$ cat src/rtl/stream_fifo_chan_if.sv
// Stream channel bundle: producer write side and consumer read side of one
// FIFO channel, plus occupancy and sticky error status.
interface stream_fifo_chan_if #(
  parameter int DATA_WIDTH = 32,
  parameter int ADDR_WIDTH = 1
);
  logic [DATA_WIDTH-1:0] din;
  logic                  full_n;
  logic                  write;
  logic [DATA_WIDTH-1:0] dout;
  logic                  empty_n;
  logic                  read;
  logic [ADDR_WIDTH:0]   count;
  logic                  ovf_err;
  logic                  udf_err;

  // Producer/consumer side driving the channel.
  modport master (
    output din, write, read,
    input  full_n, dout, empty_n, count, ovf_err, udf_err
  );

  // The FIFO itself.
  modport slave (
    input  din, write, read,
    output full_n, dout, empty_n, count, ovf_err, udf_err
  );
endinterface

$ cat src/rtl/stream_fifo_chan.sv
// FIFO channel between two stream cells. Circular buffer with
// first-word-fall-through read side; flags derive from the registered count
// only, so neither write nor read has a combinational path to full_n/empty_n.
module stream_fifo_chan #(
  parameter int DATA_WIDTH = 32,
  parameter int DEPTH      = 2,
  parameter int ADDR_WIDTH = $clog2(DEPTH)
) (
  input  logic              ap_clk,
  input  logic              ap_rst,
  stream_fifo_chan_if.slave ch
);

  localparam logic [ADDR_WIDTH-1:0] LAST_ADDR = ADDR_WIDTH'(DEPTH - 1);
  localparam logic [ADDR_WIDTH-1:0] PTR_ONE   = ADDR_WIDTH'(1);
  localparam logic [ADDR_WIDTH:0]   CNT_FULL  = (ADDR_WIDTH + 1)'(DEPTH);
  localparam logic [ADDR_WIDTH:0]   CNT_ONE   = (ADDR_WIDTH + 1)'(1);

  logic [DATA_WIDTH-1:0] mem_q [DEPTH];
  logic [ADDR_WIDTH-1:0] wptr_q, wptr_d;
  logic [ADDR_WIDTH-1:0] rptr_q, rptr_d;
  logic [ADDR_WIDTH:0]   count_q, count_d;
  logic                  ovf_q, ovf_d;
  logic                  udf_q, udf_d;

  logic full_n, empty_n, push, pop;

  // Wrap explicitly at DEPTH-1 so non-power-of-2 depths work.
  function automatic logic [ADDR_WIDTH-1:0] ptr_inc(input logic [ADDR_WIDTH-1:0] p);
    return (p == LAST_ADDR) ? '0 : p + PTR_ONE;
  endfunction

  assign full_n  = (count_q != CNT_FULL);
  assign empty_n = (count_q != '0);
  assign push    = ch.write & full_n;
  assign pop     = ch.read & empty_n;

  // Next-state for pointers, occupancy and sticky error flags.
  always_comb begin
    wptr_d  = wptr_q;
    rptr_d  = rptr_q;
    count_d = count_q;
    ovf_d   = ovf_q | (ch.write & ~full_n);
    udf_d   = udf_q | (ch.read & ~empty_n);
    if (push) wptr_d = ptr_inc(wptr_q);
    if (pop)  rptr_d = ptr_inc(rptr_q);
    case ({push, pop})
      2'b10:   count_d = count_q + CNT_ONE;
      2'b01:   count_d = count_q - CNT_ONE;
      default: count_d = count_q;
    endcase
  end

  // Control state register; reset discards everything immediately.
  always_ff @(posedge ap_clk or posedge ap_rst) begin
    if (ap_rst) begin
      wptr_q  <= '0;
      rptr_q  <= '0;
      count_q <= '0;
      ovf_q   <= 1'b0;
      udf_q   <= 1'b0;
    end else begin
      wptr_q  <= wptr_d;
      rptr_q  <= rptr_d;
      count_q <= count_d;
      ovf_q   <= ovf_d;
      udf_q   <= udf_d;
    end
  end

  // Storage; cleared on reset so dout reads 0 rather than stale data.
  always_ff @(posedge ap_clk or posedge ap_rst) begin
    if (ap_rst) begin
      for (int i = 0; i < DEPTH; i++) mem_q[i] <= '0;
    end else if (push) begin
      mem_q[wptr_q] <= ch.din;
    end
  end

  assign ch.full_n  = full_n;
  assign ch.empty_n = empty_n;
  assign ch.dout    = mem_q[rptr_q];
  assign ch.count   = count_q;
  assign ch.ovf_err = ovf_q;
  assign ch.udf_err = udf_q;

endmodule

$ cat src/flat_wrapper.sv
// flat-port wrapper written by rule: the top's interface ports become plain ports
module stream_fifo_chan_flat 
#(
  parameter int DATA_WIDTH = 32,
  parameter int DEPTH      = 2,
  parameter int ADDR_WIDTH = $clog2(DEPTH)
)
  (ap_clk, ap_rst, ch_din, ch_write, ch_read, ch_full_n, ch_dout, ch_empty_n, ch_count, ch_ovf_err, ch_udf_err);
  stream_fifo_chan_if #(.DATA_WIDTH(DATA_WIDTH), .ADDR_WIDTH(ADDR_WIDTH)) ch_i ();
  input  logic ap_clk;
  input  logic ap_rst;
  input wire logic [$bits(ch_i.din)-1:0] ch_din;
  input wire logic [$bits(ch_i.write)-1:0] ch_write;
  input wire logic [$bits(ch_i.read)-1:0] ch_read;
  output wire logic [$bits(ch_i.full_n)-1:0] ch_full_n;
  output wire logic [$bits(ch_i.dout)-1:0] ch_dout;
  output wire logic [$bits(ch_i.empty_n)-1:0] ch_empty_n;
  output wire logic [$bits(ch_i.count)-1:0] ch_count;
  output wire logic [$bits(ch_i.ovf_err)-1:0] ch_ovf_err;
  output wire logic [$bits(ch_i.udf_err)-1:0] ch_udf_err;
  assign ch_i.din = ch_din;
  assign ch_i.write = ch_write;
  assign ch_i.read = ch_read;
  assign ch_full_n = ch_i.full_n;
  assign ch_dout = ch_i.dout;
  assign ch_empty_n = ch_i.empty_n;
  assign ch_count = ch_i.count;
  assign ch_ovf_err = ch_i.ovf_err;
  assign ch_udf_err = ch_i.udf_err;
  stream_fifo_chan #(.DATA_WIDTH(DATA_WIDTH), .DEPTH(DEPTH), .ADDR_WIDTH(ADDR_WIDTH)) u_core (.ap_clk(ap_clk), .ap_rst(ap_rst), .ch(ch_i));
endmodule
$ cat config.mk
export PLATFORM = sky130hd
export DESIGN_NAME = stream_fifo_chan_flat
export DESIGN_NICKNAME = d
export VERILOG_FILES = /design/src/rtl/stream_fifo_chan_if.sv /design/src/rtl/stream_fifo_chan.sv /design/src/flat_wrapper.sv
export SDC_FILE = /design/constraint.sdc
export NUM_CORES = 1
export LEC_CHECK = 0
export CAP_MARGIN = 20
export CELL_PAD_IN_SITES_DETAIL_PLACEMENT = 1
export CELL_PAD_IN_SITES_GLOBAL_PLACEMENT = 1
export CORE_MARGIN = 4
export CORE_UTILIZATION = 44
export DETAILED_ROUTE_END_ITERATION = 6
export MAX_ROUTING_LAYER = met4
export PLACE_DENSITY = 0.95
export SLEW_MARGIN = 30
export SYNTH_ARGS = -nofsm -noshare
export SYNTH_HDL_FRONTEND = slang
export SYNTH_SLANG_ARGS = --single-unit
$ cat constraint.sdc
create_clock -name ap_clk -period 7 [get_ports ap_clk]
set_input_delay 1.4 -clock ap_clk [delete_from_list [all_inputs] [get_ports ap_clk]]
set_output_delay 1.4 -clock ap_clk [all_outputs]
set_load 0.02 [all_outputs]
== Yosys cells after proc, flatten, opt, wreduce, memory -nomap -nowiden ==
Cells that the tools add are included.

* Bits in registers: 70
* Latch bits: 0
* Bits in writable memories: 0
* Memory bits (read-only): 0
* Bits of input ports: 36
* Output and inout port bits: 38
* Memories: 0

* Add/subtract/negate cells: 4
* $mul: 0
* Div/mod/pow operators: 0
* $lt $le $gt $ge: 3
* Equal/unequal tests: 3
* Shift-type cells: 0
* Multiplexer cells: 9
* Bitwise logic cells: 10
* Reduce and logical (&&, ||, !) cells: 3

{| class="wikitable"
|+ Operators with widths
! operator !! number
|-
| $mux W32 || 4
|-
| $bwmux W64 || 1
|-
| $demux W32 S1 || 1
|-
| $and A1 B1 Y1 || 4
|-
| $ge A2 B2 Y1 const B || 2
|-
| $not A1 Y2 || 2
|-
| $pmux W2 S2 || 1
|-
| $reduce_bool A2 Y1 || 2
|-
| $add A1 B1 Y1 const B || 2
|-
| $add A2 B1 Y2 const B || 1
|-
| $eq A2 B1 Y1 const B || 1
|-
| $eq A2 B2 Y1 const B || 1
|-
| $lt A2 B1 Y1 const B || 1
|-
| $mux W1 || 2
|-
| $ne A2 B2 Y1 const B || 1
|-
| $not A1 Y1 || 2
|-
| $or A1 B1 Y1 || 2
|-
| $sub A2 B1 Y2 const B || 1
|-
| $logic_and A1 B1 Y1 || 1
|}

== Logic depth before layout (Yosys ltp) ==
Gate-level depths: netlist of the first run.

* Word-level depth: 6
* Depth in mapped cells: 7
* Gate-level depth less buffers: 7

== Worst setup path before layout of the first run ==
Ideal clock, no wire load.

* Kind: flip-flop to output port
* Start: register u_core.rptr_q
* End: output ch_dout[10]
* Data arrival time: 1134 ps
* Required time: 5600 ps
* Slack: 4466 ps
* Stages on the path, launching flop included: 4
* Path through: dfrtp_1 -> clkbuf_1 -> buf_2 -> mux2_2

* Word-level cells in the longest chain between the ends: 4

{| class="wikitable"
|+ Ends and longest elaborated chain
! element !! line !! RTL
|-
| start, declared || stream_fifo_chan.sv:21 || <nowiki>logic [ADDR_WIDTH-1:0] rptr_q, rptr_d;</nowiki>
|-
| start signal, assigned || stream_fifo_chan.sv:64 || <nowiki>rptr_q <= rptr_d;</nowiki>
|-
| $not A1 Y2 (implied by the code) || stream_fifo_chan.sv:82 || <nowiki>assign ch.dout = mem_q[rptr_q];</nowiki>
|-
| $mux W32 (implied by the code) (3 in series) || stream_fifo_chan.sv:82 ||
|-
| end, declared || flat_wrapper.sv:16 || <nowiki>output wire logic [$bits(ch_i.dout)-1:0] ch_dout;</nowiki>
|}

No other way between the ends. The select of a mux whose other input is x is not followed.

== Final worst setup path of the first run ==
* Start: register u_core.rptr_q
* End: output ch_dout[24]

The elaborated chain is that of the path after synthesis.

==> results of run 1 <==
## area by class of cell
cell class	instances	share of cell area [%]
sequential	70	42.2
multi-input combinational	111	31.8
timing repair buffer	75	18.1
clock buffer	12	3.74
tap	96	2.89
clock inverter	4	1.08
inverter	3	0.271
## worst min-delay path by stage
stage                                  end  slack (ns)  cells past startpoint
3_3_place_gp   u_core.ch.udf_err$_DFF_PP0_        0.45                      1
2_1_floorplan    u_core.wptr_q$_DFFE_PP0P_        0.46                      1
3_5_place_dp   u_core.ch.udf_err$_DFF_PP0_        0.45                      1
4_1_cts        u_core.ch.udf_err$_DFF_PP0_        0.47                      1
6_report       u_core.ch.udf_err$_DFF_PP0_        0.47                      1
5_1_grt        u_core.ch.udf_err$_DFF_PP0_        0.49                      1
## sequential cells by signal, indices dropped and copies added (netlist names)
register and cells:
u_core.mem_q 64, u_core.ch.ovf_err 1, u_core.rptr_q 1, u_core.wptr_q 1, u_core.ch.udf_err 1, u_core.ch.count 2
## cells in the mapped netlist
master    count  area, um^2
nand2_1       1        3.75
and2_1        1        6.26
o21bai_1      1        7.51
buf_6         4        45.0
nor2_1        2        7.51
buf_12        3        60.1
and3_4        1        11.3
a21o_1        1        7.51
mux2_2       66         743
xnor2_1       3        26.3
xor2_1        2        17.5
clkbuf_1      1        3.75
ha_1          1        12.5
dfrtp_1      70        1750
mux2_4       30         450
inv_1         3        11.3
buf_2         3        15.0
nand3b_2      1        11.3
nand2b_4      1        13.8
## where the power goes
group	switching (W)	leakage (nW)	internal, W	total (W)
Sequential	0.000143	0.817	0.000609	0.000752
Clock	0.000145	0.106	0.000182	0.000327
Combinational	0.000475	0.854	0.000688	0.00116
Total	0.000763	1.78	0.00148	0.00224
## logic make-up after synthesis
group	share of synthesized area, %
xor+xnor	1.37
fa+ha+maj	0.390
buf+inv	4.22
flops	54.6
simple gates	1.68
compound gates	0.469
mux	37.2
## per-layer routing
layer | global-route usage [%] | part of all wire [%]
met3 | 6.03 | 5.5
met2 | 28.1 | 50
met1 | 21.2 | 44
met4 | 3.66 | 0.75
met5 | - | 0
## through the flow
step	cells	hold slack [ns]	total power, W	worst slack, ns
global placement	355	0.448	0.00188	3.45
floorplan	195	0.460	0.00152	3.83
detailed placement	355	0.450	0.00194	3.40
global route	371	0.491	0.00238	2.96
CTS	371	0.471	0.00228	3.02
finish	371	0.466	0.00224	3.10
## critical path, stage by stage, from the launching register on
cell and delay (ns):
dfrtp_1 0.87, buf_4 0.37, mux2_2 0.37, clkdlybuf4s50_1 0.55
==> results.cfg, run 1 <==
[status]
outcome = completed

[sta]
fmax_ghz = 0.256
setup_viol = 0
fin_tns_setup_ns = 0
finalMaxSlewViolations = 0
finalHoldViolations = 0
rsz0062_at_grt = false
max_slew_margin_pct = 40.8
clock_skew_ns = 0.00665
timing.final.crit_share_pct = 55.7
worst_pin_slew_ns = 0.883
period_needed_ns = 3.90

[logic_synthesis]
syn_area_um2 = 3210
synth.net_count = 232
synth_area_per_cell_um2 = 16.4
ys_seq_area_share_pct = 54.6
syn_inst = 195
ys_ff_latch = 70
synthDistinctLibCells = 19
yosysWarningCount = 0

[setup_path]
crit_end = ch_dout[24]
worstPathRequired_ns = 5.60
cp_max_fo = 19
cp.arrival_ns = 2.50
startpoint_type = flip-flop
r2r_setup_slack_ns = 5.04
end_kind = primary output
cp-startpoint = u_core.rptr_q$_DFFE_PP0P_
r2r_start = u_core.ch.count[0]$_DFFE_PP0P_
path_class = flip-flop to primary output
r2r_end = u_core.mem_q[43]$_DFFE_PP0P_
r2r_cells = 3

[floorplan]
start_util_pct = 46.2
die_h_um = 93.4
die_w_um = 93.4
dieArea_um2 = 8720
core-area_um2 = 6940
rows = 30
pin_count = 74

[cells_and_area]
mostFrequentLayoutCells = 73 x clkdlybuf4s50_1, 70 x dfrtp_1, 66 x mux2_2
layout.nets = 307
multiInputGateArea_um2 = 1320
design_area_um2 = 4150
n_antenna_cell = 0
syn2layout_area_growth_pct = 29.5
drive_above_1_share_pct = 42.5
fin_util_pct = 59.8
final_common_cell = clkdlybuf4s50_1
seq_area_um2 = 1750
n_fill_cell = 670

[global_route]
grt_pass1_wl_mm = 11.2
first_global_vias = 2110
grt_usage_pct = 17.4
grt_overflow_total = 0
antenna_found_initial = 0
grt_max_degree = 71

[routing]
postRouteAntennaNets = 0
drtPass1Iterations = 4
vias = 1830
dr.first_iter.drc_count = 47
drt-total-wl_mm = 6.84
route.detailed.drc = 0
avgRoutedWirePerCell_um = 18.4
vias_per_cell = 4.93

[clock_tree]
clock_latency_ns = 0.34
cts_setup_buffers = 0
hold_buffers = 0
cts_resized = 0
numClockSinks = 70
cts_max_level = 3
tritoncts = built
cts-root-buf = clkbuf_8
clk_pin_slew_ns = 0.08
clockBufferDepth = 2
cts_inserted_buffers = 9

[power]
power_density_nw_per_um2 = 540
power_leakage_nw = 1.78
peakVddDrop_v = 0.000238

[placement]
post_dp_cell_area_um2 = 3950
gp_congestion = 0.706
portBuffers = 73
post-dp-hpwl_mm = 4.70

[min_path]
hp-class = flip-flop to flip-flop
min_from = u_core.ch.udf_err$_DFF_PP0_

[flow_run]
drv_cap = 0
Power figures use the tool's default switching activity.
==> inputs of run 2 (changes only) <==
- CORE_UTILIZATION: 44 -> 41
- PLACE_DENSITY: 0.95 -> 0.9
- clock period: 7 -> 4.02 ns (I/O delays scaled with it)
==> run 2 against run 1 <==
Combinational power grew 78%. Sequential power rose by 72%. Setup slack worse by 2.1 ns. Clock skew decreased by 0.00087 ns. Routed wire length is 0.98% higher. Utilization shrank 3.1 points. Total power grew 78%. Sequential cell count did not move. Non-clock buffer count is 1 higher. Count of clock-buffer cells in the layout fell by 2. Sequential share of layout area decreased by 0.45 points. Critical endpoint is now ch_dout[31].
==> results.cfg, run 2 (synthesis gave the netlist of run 1 again) <==
[sta]
fin_tns_setup_ns = 0
max_slew_margin_pct = 37.5
worst_slack_ns = 0.955
finalMaxSlewViolations = 0
worst_pin_slew_ns = 0.933
timing.final.crit_share_pct = 76.2
period_needed_ns = 3.06
finalHoldViolations = 0
setup_viol = 0
fmax_ghz = 0.326
clock_skew_ns = 0.00577
rsz0062_at_grt = false

[power]
peakVddDrop_v = 0.000404
clockPowerShare_pct = 15.9
power_density_nw_per_um2 = 950
p_comb_share_pct = 51.7
pwr-share-seq_pct = 32.4
power_leakage_nw = 1.79
power_w = 0.00399
p_int_w = 0.00264
switching_share_pct = 33.9
p_sw_w = 0.00135

[routing]
avgRoutedWirePerCell_um = 18.4
drt-total-wl_mm = 6.90
vias = 1851
postRouteAntennaNets = 0
vias_per_cell = 4.94
route.detailed.drc = 0
dr.first_iter.drc_count = 43
drtPass1Iterations = 4

[clock_tree]
numClockSinks = 70
tritoncts = built
clk_pin_slew_ns = 0.08
cts-root-buf = clkbuf_8
hold_buffers = 0
cts_max_level = 3
cts_setup_buffers = 0
cts_resized = 0
clockBufferDepth = 2
cts_inserted_buffers = 9
clock_latency_ns = 0.34

[setup_path]
r2r_cells = 3
end_kind = primary output
crit_end = ch_dout[31]
r2r_end = u_core.mem_q[45]$_DFFE_PP0P_
cp_max_fo = 21
startpoint_type = flip-flop
worstPathRequired_ns = 3.22
r2r_start = u_core.ch.count[0]$_DFFE_PP0P_
cp.arrival_ns = 2.26
cp-startpoint = u_core.rptr_q$_DFFE_PP0P_
r2r_setup_slack_ns = 1.96
path_class = flip-flop to primary output

[cells_and_area]
layoutNonFillerInstCount = 375
largest_register_ffs = 64
syn2layout_area_growth_pct = 30.9
drive_above_1_share_pct = 43.1
mostFrequentLayoutCells = 73 x clkdlybuf4s50_1, 70 x dfrtp_1, 66 x mux2_2
n_antenna_cell = 0
layout.nets = 308
final_common_cell = clkdlybuf4s50_1
fin_util_pct = 56.6
regMostFlops = u_core.mem_q
n_fill_cell = 699

[status]
outcome = completed

[global_route]
grt_overflow_total = 0
grt_pass1_wl_mm = 11.2
first_global_vias = 2149
antenna_found_initial = 0
grt_usage_pct = 16.8
grt_max_degree = 49

[floorplan]
rows = 31
pin_count = 74
die_w_um = 96.4
die_h_um = 96.4
dieArea_um2 = 9300
start_util_pct = 43.3
core-area_um2 = 7410

[placement]
place_ws_ns = 1.20
portBuffers = 73
dp_cells = 359
post-dp-hpwl_mm = 4.52
gp_congestion = 0.656

[min_path]
min_from = u_core.ch.udf_err$_DFF_PP0_
hp-class = flip-flop to flip-flop

[flow_run]
drv_cap = 0
## run 2: final cells by class
type | instances | area [um^2] | area share (%)
clock buffer | 10 | 138 | 3.28
clock inverter | 6 | 85.1 | 2.03
timing repair buffer | 76 | 766 | 18.2
inverter | 3 | 13.8 | 0.328
multi-input combinational | 111 | 1320 | 31.4
tap | 99 | 124 | 2.95
sequential | 70 | 1750 | 41.7
## run 2: through the flow
stage | hold slack [ns] | area, um^2
5_1_grt | 0.505 | 4200
6_report | 0.470 | 4200
3_5_place_dp | 0.456 | 3970
3_3_place_gp | 0.442 | 3970
4_1_cts | 0.478 | 4200
2_1_floorplan | 0.460 | 3210
## run 2: critical path, cell delays in order (launching register included)
cell	delay, ns
dfrtp_1	0.74
buf_12	0.26
mux2_2	0.37
clkdlybuf4s50_1	0.54
## run 2: worst min-delay path by stage
| stage | to | depth (start not counted) |
|---|---|---|
| 2_1_floorplan | u_core.wptr_q$_DFFE_PP0P_ | 1 |
| 3_3_place_gp | u_core.ch.udf_err$_DFF_PP0_ | 1 |
| 3_5_place_dp | u_core.ch.udf_err$_DFF_PP0_ | 1 |
| 4_1_cts | u_core.ch.udf_err$_DFF_PP0_ | 1 |
| 5_1_grt | u_core.ch.udf_err$_DFF_PP0_ | 1 |
| 6_report | u_core.ch.udf_err$_DFF_PP0_ | 1 |
## run 2: routing by layer
| layer | track usage (%) | up-vias | routed length (um) |
|---|---|---|---|
| met5 | - | - | 0 |
| met4 | 4.21 | 0 | 63 |
| met3 | 5.19 | 6 | 267 |
| met2 | 28.2 | 54 | 3620 |
| met1 | 19.9 | 953 | 2950 |
| li1 | - | 838 | - |
## run 2: power groups by stage
stage                     clock (W)  combinational (W)  sequential (W)
after floorplan                   0            0.00143         0.00121
after global placement            0            0.00204         0.00127
after detailed placement          0            0.00208         0.00129
after CTS                  0.000652            0.00209         0.00129
after global routing       0.000686            0.00219         0.00134
final                      0.000635            0.00206         0.00129
==> inputs of run 3 (changes only) <==
- clock period: 4.02 -> 2.9 ns (I/O delays scaled with it)
==> run 3 against run 2 <==
Non-clock buffer count is 4 higher. Routed wire length is 4.4% lower. Combinational power grew 41%. Sequential share of layout area is 0.63 points lower. Setup slack worse by 0.50 ns. Die area stayed put. Cell area rose by 1.5%. Final cell count up 1.1%. Clock skew rose by 0.0028 ns. Sequential power grew 36%.
==> results.cfg, run 3 (synthesis gave the netlist of run 1 again) <==
[placement]
post_dp_cell_area_um2 = 4010
post-dp-hpwl_mm = 4.81
gp_congestion = 0.693
place_ws_ns = 0.650
portBuffers = 73
dp_cells = 363

[setup_path]
r2r_setup_slack_ns = 1.18
end_kind = primary output
max_stage_delay_ns = 0.55
worstPathRequired_ns = 2.32
cp-startpoint = u_core.rptr_q$_DFFE_PP0P_
cp_max_fo = 16
startpoint_type = flip-flop
cp.arrival_ns = 1.87
crit_chain = buf_4, mux2_2, clkdlybuf4s50_1
r2r_start = u_core.ch.count[0]$_DFFE_PP0P_
path_class = flip-flop to primary output
cpMaxStageDelayCell = clkdlybuf4s50_1

[global_route]
first_global_vias = 2116
grt_max_degree = 40
grt_overflow_total = 0
use_met1_pct = 19.7
grt_usage_pct = 16.1
grt_pass1_wl_mm = 10.9
top_usage_layer = met2
grt_use_met2_pct = 26.3
met3_usage_pct = 5.19
antenna_found_initial = 0

[routing]
dr.first_iter.drc_count = 53
route.detailed.drc = 0
vias_per_cell = 4.85
drt-total-wl_mm = 6.60
drtPass1Iterations = 4
postRouteAntennaNets = 0
avgRoutedWirePerCell_um = 17.4
vias = 1839

[floorplan]
rows = 31
pin_count = 74
die_w_um = 96.4
dieArea_um2 = 9300
die_h_um = 96.4
core-area_um2 = 7410
start_util_pct = 43.3

[cells_and_area]
n_antenna_cell = 0
syn2layout_area_growth_pct = 32.9
design_area_um2 = 4260
layout.nets = 312
mostFrequentLayoutCells = 73 x clkdlybuf4s50_1, 70 x dfrtp_1, 66 x mux2_2
largest_register_ffs = 64
regMostFlops = u_core.mem_q
final_common_cell = clkdlybuf4s50_1
layoutNonFillerInstCount = 379
drive_above_1_share_pct = 43.9

[clock_tree]
tritoncts = built
clk_pin_slew_ns = 0.08
clock_latency_ns = 0.33
cts_setup_buffers = 0
clockBufferDepth = 2
numClockSinks = 70
cts_inserted_buffers = 9
hold_buffers = 0
cts_resized = 0
cts_max_level = 3
cts-root-buf = clkbuf_8

[sta]
setup_viol = 0
finalHoldViolations = 0
timing.final.crit_share_pct = 84.4
worst_slack_ns = 0.452
finalMaxSlewViolations = 0
worst_pin_slew_ns = 0.502
period_needed_ns = 2.45
fin_tns_setup_ns = 0
rsz0062_at_grt = false
fmax_ghz = 0.408
max_slew_margin_pct = 66.5
clock_skew_ns = 0.00858

[power]
power_leakage_nw = 1.83
p_comb_share_pct = 51.7
power_w = 0.00561
power_density_nw_per_um2 = 1320
switching_share_pct = 32.8
clockPowerShare_pct = 17.1
pwr-share-seq_pct = 31.2
peakVddDrop_v = 0.000644
p_sw_w = 0.00184
p_int_w = 0.00377

[min_path]
min_from = u_core.ch.udf_err$_DFF_PP0_
hp-class = flip-flop to flip-flop

[flow_run]
drv_cap = 0

[status]
outcome = completed
[run 3: metal layers]
metal  wire length [um]  share of wire [%]  vias to the layer above
li1                   -                  -                      843
met1               2920                 44                      938
met2               3310                 50                       56
met3                350                5.3                        2
met4                 11               0.17                        0
met5                  0                  0                        -
[run 3: critical path: cells and delay by family (launching register included)]
| kind | cells | cell delay, ns |
|---|---|---|
| flops | 1 | 0.35 |
| mux | 1 | 0.39 |
| buf+inv | 2 | 0.81 |
[run 3: path summary, 6_finish.rpt]
kind	depth (start not counted)	end
min in group asynchronous	3	u_core.mem_q[18]$_DFFE_PP0P_
hold reg to reg	1	u_core.ch.udf_err$_DFF_PP0_
hold / removal	1	u_core.ch.udf_err$_DFF_PP0_
setup reg to reg	4	u_core.mem_q[16]$_DFFE_PP0P_
max in group asynchronous	3	u_core.mem_q[3]$_DFFE_PP0P_
setup / recovery	3	ch_dout[3]
[run 3: cell type report]
class | instances | area (um^2)
clock inverters | 6 | 109
clock buffers | 10 | 138
inverters | 3 | 11.3
well taps | 99 | 124
repair buffers | 80 | 808
fillers | 699 | 3150
flip-flops and latches | 70 | 1750
multi-input cells | 111 | 1320
[run 3: through the flow]
stage                     hold WS [ns]  util [%]
after global routing             0.505      57.5
after floorplan                  0.460         -
after global placement           0.444      54.2
after detailed placement         0.451      54.2
after CTS                        0.473      57.5
final                            0.465      57.5
[run 3: power groups by stage]
stage | registers [W] | clock network [W] | logic [W]
2_1_floorplan | 0.00168 | 0 | 0.00199
3_3_place_gp | 0.00173 | 0 | 0.00287
3_5_place_dp | 0.00176 | 0 | 0.00294
4_1_cts | 0.00175 | 0.000981 | 0.00296
5_1_grt | 0.00181 | 0.00103 | 0.00310
6_report | 0.00175 | 0.000958 | 0.00290
